<file path="src/rtl/gray_pos_tracker.sv">
// Gray-coded position tracker: synchronise, debounce, Gray->binary, step/wrap/fault sequencing.
// Optional macro GRAY_SYNC_EN adds a 2-flop synchroniser ahead of the sample register.
module gray_pos_tracker #(
    parameter int unsigned WIDTH         = 4,
    parameter int unsigned STABLE_CYCLES = 2
) (
    input  logic             clk,
    input  logic             rst_n,
    input  logic             en,
    input  logic [WIDTH-1:0] gray_in,
    input  logic             clear_err,
    output logic [WIDTH-1:0] pos_bin,
    output logic             pos_valid,
    output logic             dir,
    output logic             step_pulse,
    output logic [7:0]       wrap_cnt,
    output logic             err
);

    localparam int unsigned      CNT_W   = $clog2(STABLE_CYCLES + 1);
    localparam logic [CNT_W-1:0] CNT_MAX = CNT_W'(STABLE_CYCLES);
    localparam logic [CNT_W-1:0] CNT_ACC = CNT_W'(STABLE_CYCLES - 1);
    localparam logic [WIDTH-1:0] ONES    = '1;

    typedef enum logic [1:0] {
        S_IDLE    = 2'd0,
        S_ACQUIRE = 2'd1,
        S_TRACK   = 2'd2,
        S_FAULT   = 2'd3
    } state_t;

    state_t           state;
    logic [WIDTH-1:0] g_d;
    logic [WIDTH-1:0] g_q;
    logic [WIDTH-1:0] b;
    logic [WIDTH-1:0] d;
    logic [CNT_W-1:0] cnt;
    logic             cnt_clr;
    logic             acc_hold;
    logic             accept;

`ifdef GRAY_SYNC_EN
    logic [WIDTH-1:0] sync_1;
    logic [WIDTH-1:0] sync_2;

    // Two-flop synchroniser for an input asynchronous to clk
    always_ff @(posedge clk or negedge rst_n) begin
        if (!rst_n) begin
            sync_1 <= '0;
            sync_2 <= '0;
        end else begin
            sync_1 <= gray_in;
            sync_2 <= sync_1;
        end
    end
    assign g_d = sync_2;
`else
    assign g_d = gray_in;
`endif

    always_ff @(posedge clk or negedge rst_n) begin
        if (!rst_n) g_q <= '0;
        else        g_q <= g_d;
    end

    // Prefix-XOR Gray to binary: b[i] is the XOR of g_q[WIDTH-1:i]
    always_comb begin
        b = '0;
        for (int i = 0; i < WIDTH; i++) begin
            b[i] = ^(g_q >> i);
        end
    end

    assign d = b - pos_bin;

    // A pending acceptance is held off one cycle if a step strobe is still high
    assign acc_hold = (cnt == CNT_ACC) && step_pulse;
    assign accept   = (cnt == CNT_ACC) && !step_pulse;
    assign cnt_clr  = !en || (state == S_IDLE) || (state == S_FAULT);

    // Stability counter: cycles the current g_q code has been held, saturating
    always_ff @(posedge clk or negedge rst_n) begin
        if (!rst_n) begin
            cnt <= '0;
        end else if (cnt_clr || (g_d != g_q)) begin
            cnt <= '0;
        end else if ((cnt != CNT_MAX) && !acc_hold) begin
            cnt <= cnt + CNT_W'(1);
        end
    end

    always_ff @(posedge clk or negedge rst_n) begin
        if (!rst_n) begin
            state      <= S_IDLE;
            pos_bin    <= '0;
            pos_valid  <= 1'b0;
            dir        <= 1'b0;
            step_pulse <= 1'b0;
            wrap_cnt   <= 8'd0;
            err        <= 1'b0;
        end else begin
            step_pulse <= 1'b0;
            if (!en) begin
                state     <= S_IDLE;
                pos_valid <= 1'b0;
                if ((state == S_FAULT) && clear_err) err <= 1'b0;
            end else begin
                case (state)
                    S_IDLE: state <= S_ACQUIRE;
                    S_ACQUIRE: begin
                        if (accept) begin
                            pos_bin   <= b;
                            pos_valid <= 1'b1;
                            state     <= S_TRACK;
                        end
                    end
                    S_TRACK: begin
                        if (accept) begin
                            if (d == WIDTH'(1)) begin
                                pos_bin    <= b;
                                dir        <= 1'b1;
                                step_pulse <= 1'b1;
                                if (pos_bin == ONES) wrap_cnt <= wrap_cnt + 8'd1;
                            end else if (d == ONES) begin
                                pos_bin    <= b;
                                dir        <= 1'b0;
                                step_pulse <= 1'b1;
                                if (pos_bin == '0) wrap_cnt <= wrap_cnt - 8'd1;
                            end else if (d != '0) begin
                                // Multi-step jump: keep last good position, flag fault
                                err       <= 1'b1;
                                pos_valid <= 1'b0;
                                state     <= S_FAULT;
                            end
                        end
                    end
                    S_FAULT: begin
                        if (clear_err) begin
                            err   <= 1'b0;
                            state <= S_ACQUIRE;
                        end
                    end
                    default: state <= S_IDLE;
                endcase
            end
        end
    end

endmodule
</file>
<file path="config.mk">
export PLATFORM = sky130hd
export DESIGN_NAME = gray_pos_tracker
export DESIGN_NICKNAME = d
export VERILOG_FILES = /design/src/rtl/gray_pos_tracker.sv
export SDC_FILE = /design/constraint.sdc
export NUM_CORES = 1
export LEC_CHECK = 0
export BUFFER_PORTS_ARGS = -buffer_cell sky130_fd_sc_hd__buf_2
export CAP_MARGIN = 20
export CORE_UTILIZATION = 56
export CTS_CLUSTER_SIZE = 14
export DETAILED_ROUTE_END_ITERATION = 8
export PLACE_DENSITY = 0.84
export SYNTH_ARGS = -nofsm -noshare
export SYNTH_HDL_FRONTEND = slang
export SYNTH_SLANG_ARGS = --single-unit
</file>
<file path="constraint.sdc">
create_clock -name clk -period 5.4 [get_ports clk]
set_input_delay 1.35 -clock clk [delete_from_list [all_inputs] [get_ports clk]]
set_output_delay 1.35 -clock clk [all_outputs]
set_load 0.05 [all_outputs]
</file>
== Word level (Yosys, flattened, before mapping) ==
Cells that the tools add are included.
Operators by class
  add/subtract/negate cells: 4
  equality and inequality tests: 21
  mux-type cells: 41
  reductions and logical operators: 28
Operator list (number)
  8-bit 2-to-1 mux: 4
  3-bit inequality test (second input constant): 7
  1-bit 2-to-1 mux: 20
  2-bit 2-to-1 mux: 9
  6-bit AND reduction: 3
  4-bit 2-to-1 mux: 4
  4-bit parity: 4
  2-bit nonzero test: 5
  8-bit by 1-bit adder with 8-bit output (second input constant): 1
  4-bit == test (second input constant): 2
  2-bit one-hot mux with 4 select lines: 1
  4-bit one-hot mux with 2 select lines: 1
  8-bit by 1-bit subtractor with 8-bit output (second input constant): 1
  7-bit AND reduction: 1
  2-bit inequality test (second input constant): 3
  3-bit by 1-bit inequality test with 1-bit output (second input constant): 2
  5-bit AND reduction: 1
  2-bit by 1-bit == test with 1-bit output (second input constant): 2
  2-bit == test (second input constant): 2
  4-bit by 1-bit == test with 1-bit output (second input constant): 1
  1-bit logical AND: 4
  4-bit zero test: 1
  4-bit inequality test: 1
  1-bit one-hot mux with 2 select lines: 2
  8 further kinds: 12
Storage, ports and cells
  register bits after elaboration: 24
  bits of input ports: 8
  output and inout bits: 16
  logic and storage cells: 103

== Logic depth before layout (Yosys ltp) ==
Gate-level depths: netlist of the first run.
  word-level depth: 9
  mapped depth: 16
  depth with buffers taken out: 16

== Least setup slack after synthesis of the first run ==
Ideal clock, no wire load.
  path type: register to register
  start point: reg g_q[3]
  end point: reg wrap_cnt[6]
  library setup time: 0.125 ns
  arrival time: 3.720 ns
  data required time: 5.275 ns
  slack: 1.556 ns
  cell stages (with the launch flop): 17
  path buffers: 0
  period minus slack after synthesis: 3.844 ns
  path through: dfrtp_1 -> xor2_1 -> xor2_1 -> xnor2_1 -> ha_1 -> fa_1 -> xor2_1 -> nand2_1 -> a211oi_4 -> inv_1 -> fa_1 -> a21oi_1 -> o21bai_1 -> a21o_1 -> a21oi_1 -> xnor2_1 -> mux2_2
On the way
  longest elaborated chain between the ends: 5
  elaborated cells on any way between the ends: 12
  classes of those cells: add/sub: 1; eq/ne: 3; mux: 1; reduce/logical: 7
Ends and longest elaborated chain
  from (decl): line 34  | logic [WIDTH-1:0] g_q;
  from (signal assigned): line 63  | else g_q <= g_d;
  4-bit parity (*): line 70  | b[i] = ^(g_q >> i);
  named net b[2]: line 35  | logic [WIDTH-1:0] b;
  4-bit subtractor (*): line 74  | assign d = b - pos_bin;
  4-bit by 1-bit == test with 1-bit output / 4-bit == test (equally long branches): line 119, 124
  2-bit by 1-bit inequality test with 1-bit output (no line) / 2-bit nonzero test (equally long branches)
  6-bit AND reduction (no line)
  to (signal assigned): line 123  | if (pos_bin == ONES) wrap_cnt <= wrap_cnt + 8'd1;
  to (signal assigned): line 128  | if (pos_bin == '0) wrap_cnt <= wrap_cnt - 8'd1;
  to (decl): line 16  | output logic [7:0] wrap_cnt,
Mark *: on every way through the listed nets, which the timed path passes. The rest lies on a longest branch.
A chain may end at the register's enable or synchronous reset.

== Worst setup path after layout of the first run ==
  start point: reg g_q[3]
  end point: reg wrap_cnt[7]
The elaborated chain is that of the path after synthesis.

==> results of run 1 <==
==> cells in the mapped netlist <==
cell type / instances / area [um^2]
nor2_2: 1 / 6.26
inv_1: 14 / 52.6
o31ai_1: 1 / 7.51
o21a_1: 1 / 7.51
nor3_1: 3 / 15.0
o211a_1: 1 / 10.0
nor2_1: 8 / 30.0
o211ai_1: 1 / 7.51
mux2i_1: 5 / 50.1
mux2_2: 8 / 90.1
nor2b_1: 2 / 12.5
fa_1: 2 / 40.0
dfrtp_1: 24 / 601
a21o_1: 3 / 22.5
clkbuf_1: 1 / 3.75
xor2_1: 9 / 78.8
nand3b_1: 1 / 7.51
a211oi_1: 1 / 7.51
o311ai_0: 1 / 8.76
nand3_1: 4 / 20.0
o22ai_1: 1 / 6.26
nand2b_1: 1 / 6.26
or4_1: 1 / 7.51
nand2_1: 12 / 45.0
a21oi_1: 8 / 40.0
nor4_1: 1 / 6.26
o21ai_0: 6 / 30.0
ha_1: 15 / 188
a211oi_4: 2 / 40.0
and3_1: 1 / 6.26
o21bai_1: 2 / 15.0
nor2_4: 1 / 11.3
xnor2_1: 8 / 70.1
==> area by class of cell <==
type,count,share of cell area (%)
Sequential cell,24,34.9
Timing Repair Buffer,23,6.69
Multi-Input combinational cell,111,51.9
Inverter,14,3.05
Clock buffer,3,1.31
Tap cell,30,2.18
==> registers in the layout, summed over array words and instances, names as in the netlist <==
signal	cells
err	1
g_q	4
state	2
pos_valid	1
step_pulse	1
pos_bin	4
wrap_cnt	8
cnt	2
dir	1
==> power groups by stage <==
stage | clock network (mW) | registers [mW] | logic, mW
2_1_floorplan | 0 | 0.249 | 0.145
6_report | 0.0758 | 0.216 | 0.226
3_5_place_dp | 0 | 0.220 | 0.224
5_1_grt | 0.0847 | 0.219 | 0.251
4_1_cts | 0.0782 | 0.216 | 0.226
3_3_place_gp | 0 | 0.218 | 0.214
==> placed cells by master, fill, tap and decap left out, types with 2 or more instances in the layout <==
cell type,count
fa_1,2
nor3_1,3
nand2_1,12
o21ai_0,6
nor2b_1,2
nor2_1,8
a21oi_1,8
clkbuf_4,3
mux2_2,8
nand3_1,4
a21o_1,3
xnor2_1,8
o21bai_1,2
dfrtp_1,24
inv_1,14
buf_2,23
a211oi_4,2
mux2i_1,5
ha_1,15
xor2_1,9
==> logic make-up after synthesis <==
group,Yosys count
buf+inv,15
simple gates,36
mux,13
fa+ha+maj,17
xor+xnor,17
flops,24
compound gates,28
==> stage by stage <==
stage | hold slack [ns] | setup WS (ns)
floorplan | 0.537 | 1.56
global placement | 0.462 | 1.38
detailed placement | 0.475 | 1.10
CTS | 0.492 | 0.988
global route | 0.525 | 0.617
finish | 0.490 | 0.914
==> worst max-delay path, delay by kind of cell, from the launching register on <==
kind | cells | cell delay (ns)
flops | 1 | 0.45
xor+xnor | 6 | 1.27
simple gates | 2 | 0.35
compound gates | 3 | 1.01
buf+inv | 2 | 0.31
fa+ha+maj | 3 | 1.03
==> layer usage <==
| metal | track usage [%] | vias to the layer above | share of wire [%] |
|---|---|---|---|
| met5 | 0 | - | 0 |
| met4 | 10.7 | 0 | 2.5 |
| li1 | - | 569 | - |
| met3 | 3.89 | 8 | 3.1 |
| met2 | 36.7 | 25 | 49 |
| met1 | 25.7 | 545 | 46 |
==> worst paths after layout <==
kind | end | slack [ns] | cells past startpoint
max | wrap_cnt[7] | 0.91 | 16
min | wrap_cnt[7] | 0.49 | 1
max reg2reg | wrap_cnt[7] | 0.91 | 16
min reg2reg | wrap_cnt[7] | 0.49 | 1
max in group asynchronous | wrap_cnt[5] | 4.05 | 1
min in group asynchronous | pos_bin[0] | 1.00 | 1
==> qor.txt, run 1 <==
status -> finished, final reports clean
hold crit path type -> reg -> reg
area of the multi-input gates -> 893 um^2
number of detailed-route iterations in the first pass -> 4
fraction of final layout cells sized beyond drive strength 1 -> 21.7%
Rows -> 18
fin crit share -> 83.1%
final WL -> 2770 um
Final #Nets -> 202
post-synthesis cell type count -> 33
Area Growth Syn to Fin -> 11.1%
hold bufs inserted after CTS -> 0
Die X -> 54.6 um
Slew headroom -> 64.9%
global-route wire length before repair -> 4490 um
post-synthesis simple-gate area fraction -> 11.2%
Pleak -> 0.896 nW
Reg clk slew, reported paths -> 0.12 ns
pwr/cell area -> 300 nW/um^2
Flop pwr share -> 41.7%
worst hold start -> wrap_cnt[7]
clock tree from TritonCTS -> done
Net Sw Frac -> 41.6%
Final Core Density -> 67.7%
slowest CP cell -> dfrtp_1
clock insertion delay at the later pin of the skew report -> 0.31 ns
Starting Density -> 60.9%
Seq/Total Area, Yosys -> 38.7%
crit end category -> flip-flop
post-cts resize count -> 0
measured slew at the worst slew-check pin -> 0.527 ns
largest net degree at the start of global routing -> 25
Post-CTS Repair Setup Buffers -> 0
Gate power share -> 43.6%
Final Non-Filler Cells -> 205
initial antenna violation count -> 0
post-layout min period -> 4.49 ns
Syn Area/Cell -> 10.3 um^2
Power Internal -> 0.302 mW
H-tree depth -> 1
slowest stage delay, CP -> 0.45 ns
Pwr Total -> 0.517 mW
via/cell ratio -> 5.60
chip height -> 54.6 um
final setup skew -> 0.00792 ns
post-synthesis sequential element count -> 24
Clock Tree Buf Depth -> 2
antenna-violating nets left -> 0
placed cell areas -> 1700 um^2
startpoint types -> flip-flop
Residual DRC -> 0
Root Driver -> clkbuf_4
main combinational cell family by area after synthesis -> adder cells
Worst EP required -> 5.64 ns
number of global-route vias before repair -> 1079
register area -> 601 um^2
adder-cell area share of the yosys netlist -> 14.7%
CTS buffer count -> 3
Mapped Cells -> 150
FMAX -> 0.223 GHz
post-synthesis compound-gate area fraction -> 13.1%
# setup viols final -> 0
Worst Setup SP -> g_q[3]
GRT overflow -> 0
TNS Setup -> 0 ns
Yosys warning count -> 0
vias post-DR -> 1147
final hold viol count -> 0
final instance area -> 1720 um^2
VDD IR max -> 0.000246 V
crit path DAT -> 4.72 ns
RSZ-0062 raised after global routing -> false
Post-Synth XOR/XNOR Area -> 9.60%
Inst Count DP -> 202
n_diodes -> 0
mux cell area share after synthesis -> 9.04%
Worst Path Class, Setup -> reg -> reg
Filler cells -> 198
Pins Over Slew Limit -> 0
die area -> 2980 um^2
Initial DRC Count -> 12
Clk pwr share -> 14.7%
core area -> 2540 um^2
Mapped Nets -> 175
crit path max fanout -> 8
cell mode on critical path -> xor2_1
CP cell instances -> xor2_1 -> xor2_1 -> xnor2_1 -> ha_1 -> fa_1 -> xor2_1 -> nand2_1 -> a211oi_4 -> inv_1 -> ha_1 -> inv_1 -> o31ai_1 -> o21ai_0 -> xnor2_1 -> nor3_1 -> xor2_1
Ports -> 24
max cap viols -> 0
routed len/inst -> 13.5 um
GRT Total Usage -> 21.5%
Post-Syn Area -> 1550 um^2
FF-to-FF Start -> g_q[3]
Sink Count -> 24
DP HPWL -> 2180 um
NetSw -> 0.215 mW
I/O Buffers -> 23
GPL Wtd Cong -> 0.808
No activity file was read; power rests on OpenSTA's default activity.
==> run 2: changes to the inputs <==
==> constraint.sdc (replaced) <==
create_clock -name clk -period 4.2 [get_ports clk]
set_input_delay 1.05 -clock clk [delete_from_list [all_inputs] [get_ports clk]]
set_output_delay 1.05 -clock clk [all_outputs]
set_load 0.05 [all_outputs]
==> run 2 against run 1 <==
Via count is 1.2% higher. Sequential share of layout area is 0.55 points lower. Sequential power is 29% higher. Critical path type unchanged. Routed wire length is 9.1% higher. Core utilization is 1.1 points higher. Combinational power is 31% higher. Die area stayed put. Global-route usage is 0.52 points higher. Fmax is 7.9% higher. Largest cell class unchanged. Register-to-register slack worse by 0.87 ns.
==> qor.txt, run 2 (same netlist as run 1, synthesis figures left out) <==
WP depth -> 16 (unchanged)
status -> finished, final reports clean (unchanged)
Gate power share -> 43.9% (was 43.6%)
Filler cells -> 199 (was 198)
hold_ws -> 0.516 ns (was 0.490 ns)
vias post-DR -> 1161 (was 1147)
GPL Wtd Cong -> 0.803 (was 0.808)
reg2reg path depth -> 16 (unchanged)
slowest CP cell -> dfrtp_1 (unchanged)
fraction of final layout cells sized beyond drive strength 1 -> 24.4% (was 21.7%)
DP HPWL -> 2270 um (was 2180 um)
worst hold start -> dir (was wrap_cnt[7])
final WL -> 3030 um (was 2770 um)
measured slew at the worst slew-check pin -> 0.536 ns (was 0.527 ns)
fin crit share -> 99.0% (was 83.1%)
Residual DRC -> 0 (unchanged)
Flop pwr share -> 41.4% (was 41.7%)
CP Buf/Inv Count -> 2 (unchanged)
Clk pwr share -> 14.7% (about the same)
Clock Tree Buf Depth -> 2 (unchanged)
crit end category -> flip-flop (unchanged)
Final Core Density -> 68.7% (was 67.7%)
GRT Total Usage -> 22.1% (was 21.5%)
Starting Density -> 60.9% (unchanged)
# setup viols final -> 0 (unchanged)
post-layout min period -> 4.16 ns (was 4.49 ns)
Area Growth Syn to Fin -> 12.8% (was 11.1%)
hold endpoint -> dir (was wrap_cnt[7])
Initial DRC Count -> 28 (was 12)
CTS buffer count -> 3 (unchanged)
clock tree from TritonCTS -> done (unchanged)
final hold viol count -> 0 (unchanged)
final setup skew -> 0.00418 ns (was 0.00792 ns)
routed len/inst -> 14.7 um (was 13.5 um)
pwr/cell area -> 386 nW/um^2 (was 300 nW/um^2)
hold crit path type -> reg -> reg (unchanged)
GRT overflow -> 0 (unchanged)
R2R setup slack -> 0.04 ns (was 0.91 ns)
slowest stage delay, CP -> 0.47 ns (was 0.45 ns)
Net Sw Frac -> 42.0% (was 41.6%)
die area -> 2980 um^2 (unchanged)
max cap viols -> 0 (unchanged)
Pins Over Slew Limit -> 0 (unchanged)
Worst Path Class, Setup -> reg -> reg (unchanged)
initial antenna violation count -> 0 (unchanged)
Cells on Worst Hold Path -> 2 (was 1)
Reg clk slew, reported paths -> 0.12 ns (about the same)
Root Driver -> clkbuf_4 (unchanged)
FF-to-FF Start -> g_q[3] (unchanged)
NetSw -> 0.283 mW (was 0.215 mW)
clock insertion delay at the later pin of the skew report -> 0.31 ns (about the same)
crit path max fanout -> 8 (unchanged)
crit path DAT -> 4.39 ns (was 4.72 ns)
core area -> 2540 um^2 (unchanged)
Pleak -> 0.909 nW (was 0.896 nW)
H-tree depth -> 1 (unchanged)
Ports -> 24 (unchanged)
Rows -> 18 (unchanged)
commonest non-fill, non-tap cell in the layout -> dfrtp_1 (unchanged)
FMAX -> 0.240 GHz (was 0.223 GHz)
Slew headroom -> 64.3% (was 64.9%)
Final #Nets -> 203 (was 202)
global-route wire length before repair -> 4550 um (was 4490 um)
VDD IR max -> 0.000298 V (was 0.000246 V)
number of global-route vias before repair -> 1070 (was 1079)
via/cell ratio -> 5.64 (was 5.60)
Biggest register -> wrap_cnt (unchanged)
r2r endpoint -> wrap_cnt[7] (unchanged)
max reg flops -> 8 (unchanged)
largest net degree at the start of global routing -> 25 (unchanged)
antenna-violating nets left -> 0 (unchanged)
startpoint types -> flip-flop (unchanged)
Worst EP required -> 4.44 ns (was 5.64 ns)
hold bufs inserted after CTS -> 0 (unchanged)
Crit path max-delay family -> XOR/XNOR gates (unchanged)
Largest regs -> wrap_cnt x8, g_q x4, pos_bin x4 (unchanged)
I/O Buffers -> 23 (unchanged)
Pwr Total -> 0.675 mW (was 0.517 mW)
n_diodes -> 0 (unchanged)
CP cell instances -> xor2_2 -> xor2_2 -> xnor2_1 -> ha_1 -> fa_1 -> xor2_1 -> nand2_1 -> a211oi_4 -> inv_2 -> ha_1 -> inv_1 -> o31ai_2 -> o21ai_0 -> xnor2_1 -> nor3_1 -> xor2_1 (was xor2_1 -> xor2_1 -> xnor2_1 -> ha_1 -> fa_1 -> xor2_1 -> nand2_1 -> a211oi_4 -> inv_1 -> ha_1 -> inv_1 -> o31ai_1 -> o21ai_0 -> xnor2_1 -> nor3_1 -> xor2_1)
highest-count cells in the layout ignoring fill and taps -> dfrtp_1, buf_2, ha_1 (unchanged)
Sink Count -> 24 (unchanged)
Die X -> 54.6 um (unchanged)
Power Internal -> 0.392 mW (was 0.302 mW)
chip height -> 54.6 um (unchanged)
number of detailed-route iterations in the first pass -> 5 (was 4)
==> run 2: cell type report <==
cell class / instances / area [um^2] / area share (%)
clock buffers: 3 / 22.5 / 1.29
inverters: 14 / 52.6 / 3.00
multi-input cells: 111 / 913 / 52.2
flip-flops and latches: 24 / 601 / 34.3
well taps: 30 / 37.5 / 2.15
repair buffers: 24 / 123 / 7.01
==> run 2: power by group through the flow <==
stage	Combinational (mW)	Sequential, mW	Clock [mW]
2_1_floorplan	0.187	0.320	0
3_3_place_gp	0.278	0.281	0
3_5_place_dp	0.288	0.283	0
4_1_cts	0.290	0.278	0.103
5_1_grt	0.327	0.282	0.111
6_report	0.296	0.279	0.0994
==> run 2: how the worst max path moves through the flow <==
| stage | from | slack, ns | end |
|---|---|---|---|
| global placement | g_q[3] | 0.35 | wrap_cnt[6] |
| floorplan | g_q[3] | 0.36 | wrap_cnt[6] |
| CTS | g_q[3] | 0.01 | wrap_cnt[7] |
| detailed placement | g_q[3] | 0.03 | wrap_cnt[7] |
| global route | g_q[3] | -0.06 | wrap_cnt[7] |
| finish | g_q[3] | 0.04 | wrap_cnt[7] |
==> run 2: metrics by stage <==
| stage | area (um^2) | setup WS, ns | TNS (ns) | std cells |
|---|---|---|---|---|
| 6_report | 1750 | 0.0416 | 0 | 206 |
| 5_1_grt | 1750 | -0.0603 | -0.0603 | 206 |
| 4_1_cts | 1730 | 0.0102 | 0 | 206 |
| 3_5_place_dp | 1710 | 0.0255 | 0 | 203 |
| 3_3_place_gp | 1710 | 0.354 | 0 | 203 |
| 2_1_floorplan | 1550 | 0.356 | 0 | 150 |
==> run 2: per-layer routing <==
metal  up-vias  GRT usage (%)  routed length, um
met3         6           3.89                138
met4         0           10.7                 74
li1        568              -                  -
met2        42           38.6               1530
met1       545           25.7               1290
met5         -              0                  0
==> run 2: worst min-delay path: cells and delay by family (launching register included) <==
family           cells  cell delay [ns]
AND/OR/NAND/NOR      1             0.05
AO/OA/AOI/OAI        1             0.06
flip-flops           1             0.38
==> run 2: what timing repair did <==
item,in CTS,in global routing
setup buffers,0,0
setup endpoints to repair,0,3
resized for setup,0,4
==> run 3: changes to the inputs <==
==> config.mk (replaced) <==
export PLATFORM = sky130hd
export DESIGN_NAME = gray_pos_tracker
export DESIGN_NICKNAME = d
export VERILOG_FILES = /design/src/rtl/gray_pos_tracker.sv
export SDC_FILE = /design/constraint.sdc
export NUM_CORES = 1
export LEC_CHECK = 0
export CAP_MARGIN = 20
export CORE_UTILIZATION = 62
export CTS_CLUSTER_SIZE = 14
export DETAILED_ROUTE_END_ITERATION = 8
export DONT_BUFFER_PORTS = 1
export PLACE_DENSITY = 0.83
export SYNTH_ARGS = -nofsm -noshare
export SYNTH_HDL_FRONTEND = slang
export SYNTH_SLANG_ARGS = --single-unit
==> run 3 against run 2 <==
Sequential share of layout area up 2.2 points. Die area is 9.3% lower. Worst hold slack worse by 0.12 ns. First-iteration DRC count decreased by 54%. Sequential power rose by 16%. Core utilization increased by 3.6 points. Combinational power shrank 22%. Critical endpoint unchanged. Via count fell by 5.4%. Critical path depth unchanged. Non-clock buffer count decreased by 22. Power grew 0.27%.
==> qor.txt, run 3 (same netlist as run 1, synthesis figures left out) <==
Worst Path Class, Setup -> reg -> reg (unchanged)
vias post-DR -> 1098 (was 1161)
Inst Count DP -> 178 (was 203)
I/O Buffers -> 0 (was 23)
FF-to-FF Start -> g_q[3] (unchanged)
final instance area -> 1650 um^2 (was 1750 um^2)
pwr/cell area -> 411 nW/um^2 (was 386 nW/um^2)
antenna-violating nets left -> 0 (unchanged)
number of detailed-route iterations in the first pass -> 4 (was 5)
Largest regs -> wrap_cnt x8, g_q x4, pos_bin x4 (unchanged)
via/cell ratio -> 6.00 (was 5.64)
status -> finished, final reports clean (unchanged)
crit path max fanout -> 8 (unchanged)
GPL Wtd Cong -> 0.827 (was 0.803)
crit end category -> flip-flop (unchanged)
Sink Count -> 24 (unchanged)
fin crit share -> 93.4% (was 99.0%)
Area Growth Syn to Fin -> 6.13% (was 12.8%)
Clock Tree Buf Depth -> 2 (unchanged)
Pins Over Slew Limit -> 0 (unchanged)
clock insertion delay at the later pin of the skew report -> 0.32 ns (was 0.31 ns)
hold_ws -> 0.401 ns (was 0.516 ns)
hold crit path type -> in -> async (was reg -> reg)
H-tree depth -> 1 (unchanged)
Die X -> 52.0 um (was 54.6 um)
final hold viol count -> 0 (unchanged)
FMAX -> 0.255 GHz (was 0.240 GHz)
chip height -> 52.0 um (was 54.6 um)
Starting Density -> 68.1% (was 60.9%)
Worst EP required -> 4.45 ns (was 4.44 ns)
Ports -> 24 (unchanged)
DP HPWL -> 2130 um (was 2270 um)
Final #Nets -> 181 (was 203)
area of the multi-input gates -> 906 um^2 (was 913 um^2)
reg2reg path depth -> 16 (unchanged)
global-route wire length before repair -> 4820 um (was 4550 um)
Final Non-Filler Cells -> 183 (was 206)
Biggest register -> wrap_cnt (unchanged)
final setup skew -> 0.00108 ns (was 0.00418 ns)
largest net degree at the start of global routing -> 25 (unchanged)
r2r endpoint -> wrap_cnt[7] (unchanged)
initial antenna violation count -> 0 (unchanged)
register area -> 601 um^2 (unchanged)
Pleak -> 0.812 nW (was 0.909 nW)
post-layout min period -> 3.92 ns (was 4.16 ns)
Pwr Total -> 0.677 mW (was 0.675 mW)
highest-count cells in the layout ignoring fill and taps -> dfrtp_1, ha_1, inv_1 (was dfrtp_1, buf_2, ha_1)
core area -> 2280 um^2 (was 2540 um^2)
startpoint types -> flip-flop (unchanged)
Slew headroom -> 60.3% (was 64.3%)
VDD IR max -> 0.000362 V (was 0.000298 V)
Final Core Density -> 72.3% (was 68.7%)
max reg flops -> 8 (unchanged)
routed len/inst -> 15.0 um (was 14.7 um)
Reg clk slew, reported paths -> 0.13 ns (was 0.12 ns)
die area -> 2700 um^2 (was 2980 um^2)
commonest non-fill, non-tap cell in the layout -> dfrtp_1 (unchanged)
n_diodes -> 0 (unchanged)
measured slew at the worst slew-check pin -> 0.595 ns (was 0.536 ns)
# setup viols final -> 0 (unchanged)
GRT Total Usage -> 24.7% (was 22.1%)
Rows -> 17 (was 18)
CTS buffer count -> 3 (unchanged)
R2R setup slack -> 0.28 ns (was 0.04 ns)
Residual DRC -> 0 (unchanged)
crit path DAT -> 4.17 ns (was 4.39 ns)
number of global-route vias before repair -> 1128 (was 1070)
final WL -> 2740 um (was 3030 um)
clock tree from TritonCTS -> done (unchanged)
placed cell areas -> 1590 um^2 (was 1710 um^2)
max cap viols -> 0 (unchanged)
Root Driver -> clkbuf_4 (unchanged)
Initial DRC Count -> 13 (was 28)
fraction of final layout cells sized beyond drive strength 1 -> 13.5% (was 24.4%)
GRT overflow -> 0 (unchanged)
Filler cells -> 161 (was 199)
run 3: worst max-delay path by stage:
stage | depth (start not counted) | to | slack (ns) | start
2_1_floorplan | 16 | wrap_cnt[6] | 0.36 | g_q[3]
3_3_place_gp | 16 | wrap_cnt[7] | 0.27 | g_q[3]
3_5_place_dp | 16 | wrap_cnt[7] | 0.07 | g_q[3]
4_1_cts | 16 | wrap_cnt[7] | 0.05 | g_q[3]
5_1_grt | 16 | wrap_cnt[7] | -0.04 | g_q[3]
6_report | 16 | wrap_cnt[7] | 0.28 | g_q[3]
run 3: area by class of cell:
type	count	area share, %
flip-flops and latches	24	36.5
clock buffers	4	2.21
inverters	14	3.19
repair buffers	2	0.913
well taps	28	2.13
multi-input cells	111	55.1
run 3: metal layers:
| metal | routed length, um | GRT usage (%) | up-vias |
|---|---|---|---|
| met5 | 0 | 0 | - |
| met2 | 1380 | 42.7 | 27 |
| met1 | 1230 | 31.0 | 540 |
| met3 | 113 | 4.09 | 4 |
| met4 | 18 | 8.11 | 0 |
| li1 | - | - | 527 |
run 3: worst max-delay path: stages, from the launching register on:
cell      delay, ns
dfrtp_1        0.47
xor2_2         0.24
xor2_1         0.26
xnor2_1        0.13
ha_1           0.24
fa_1           0.38
xor2_1         0.21
nand2_1        0.13
a211oi_4       0.25
inv_2          0.13
ha_1           0.34
inv_1          0.07
o31ai_2        0.32
o21ai_0        0.17
xnor2_1        0.14
nor3_1         0.20
xor2_1         0.18
run 3: repair_timing:
action                     CTS  global route
setup buffers                0             1
setup endpoints to repair    0             3
hold buffers                 0             0
gates resized for setup      0             3
run 3: through the flow:
stage,TNS [ns],worst slack [ns]
5_1_grt,-0.0386,-0.0386
4_1_cts,0,0.0465
6_report,0,0.278
3_5_place_dp,0,0.0685
2_1_floorplan,0,0.356
3_3_place_gp,0,0.265
run 3: power breakdown:
part	switching, mW	total [mW]	internal (mW)
registers	0.0702	0.323	0.252
logic	0.135	0.231	0.0962
clock network	0.0703	0.123	0.0531
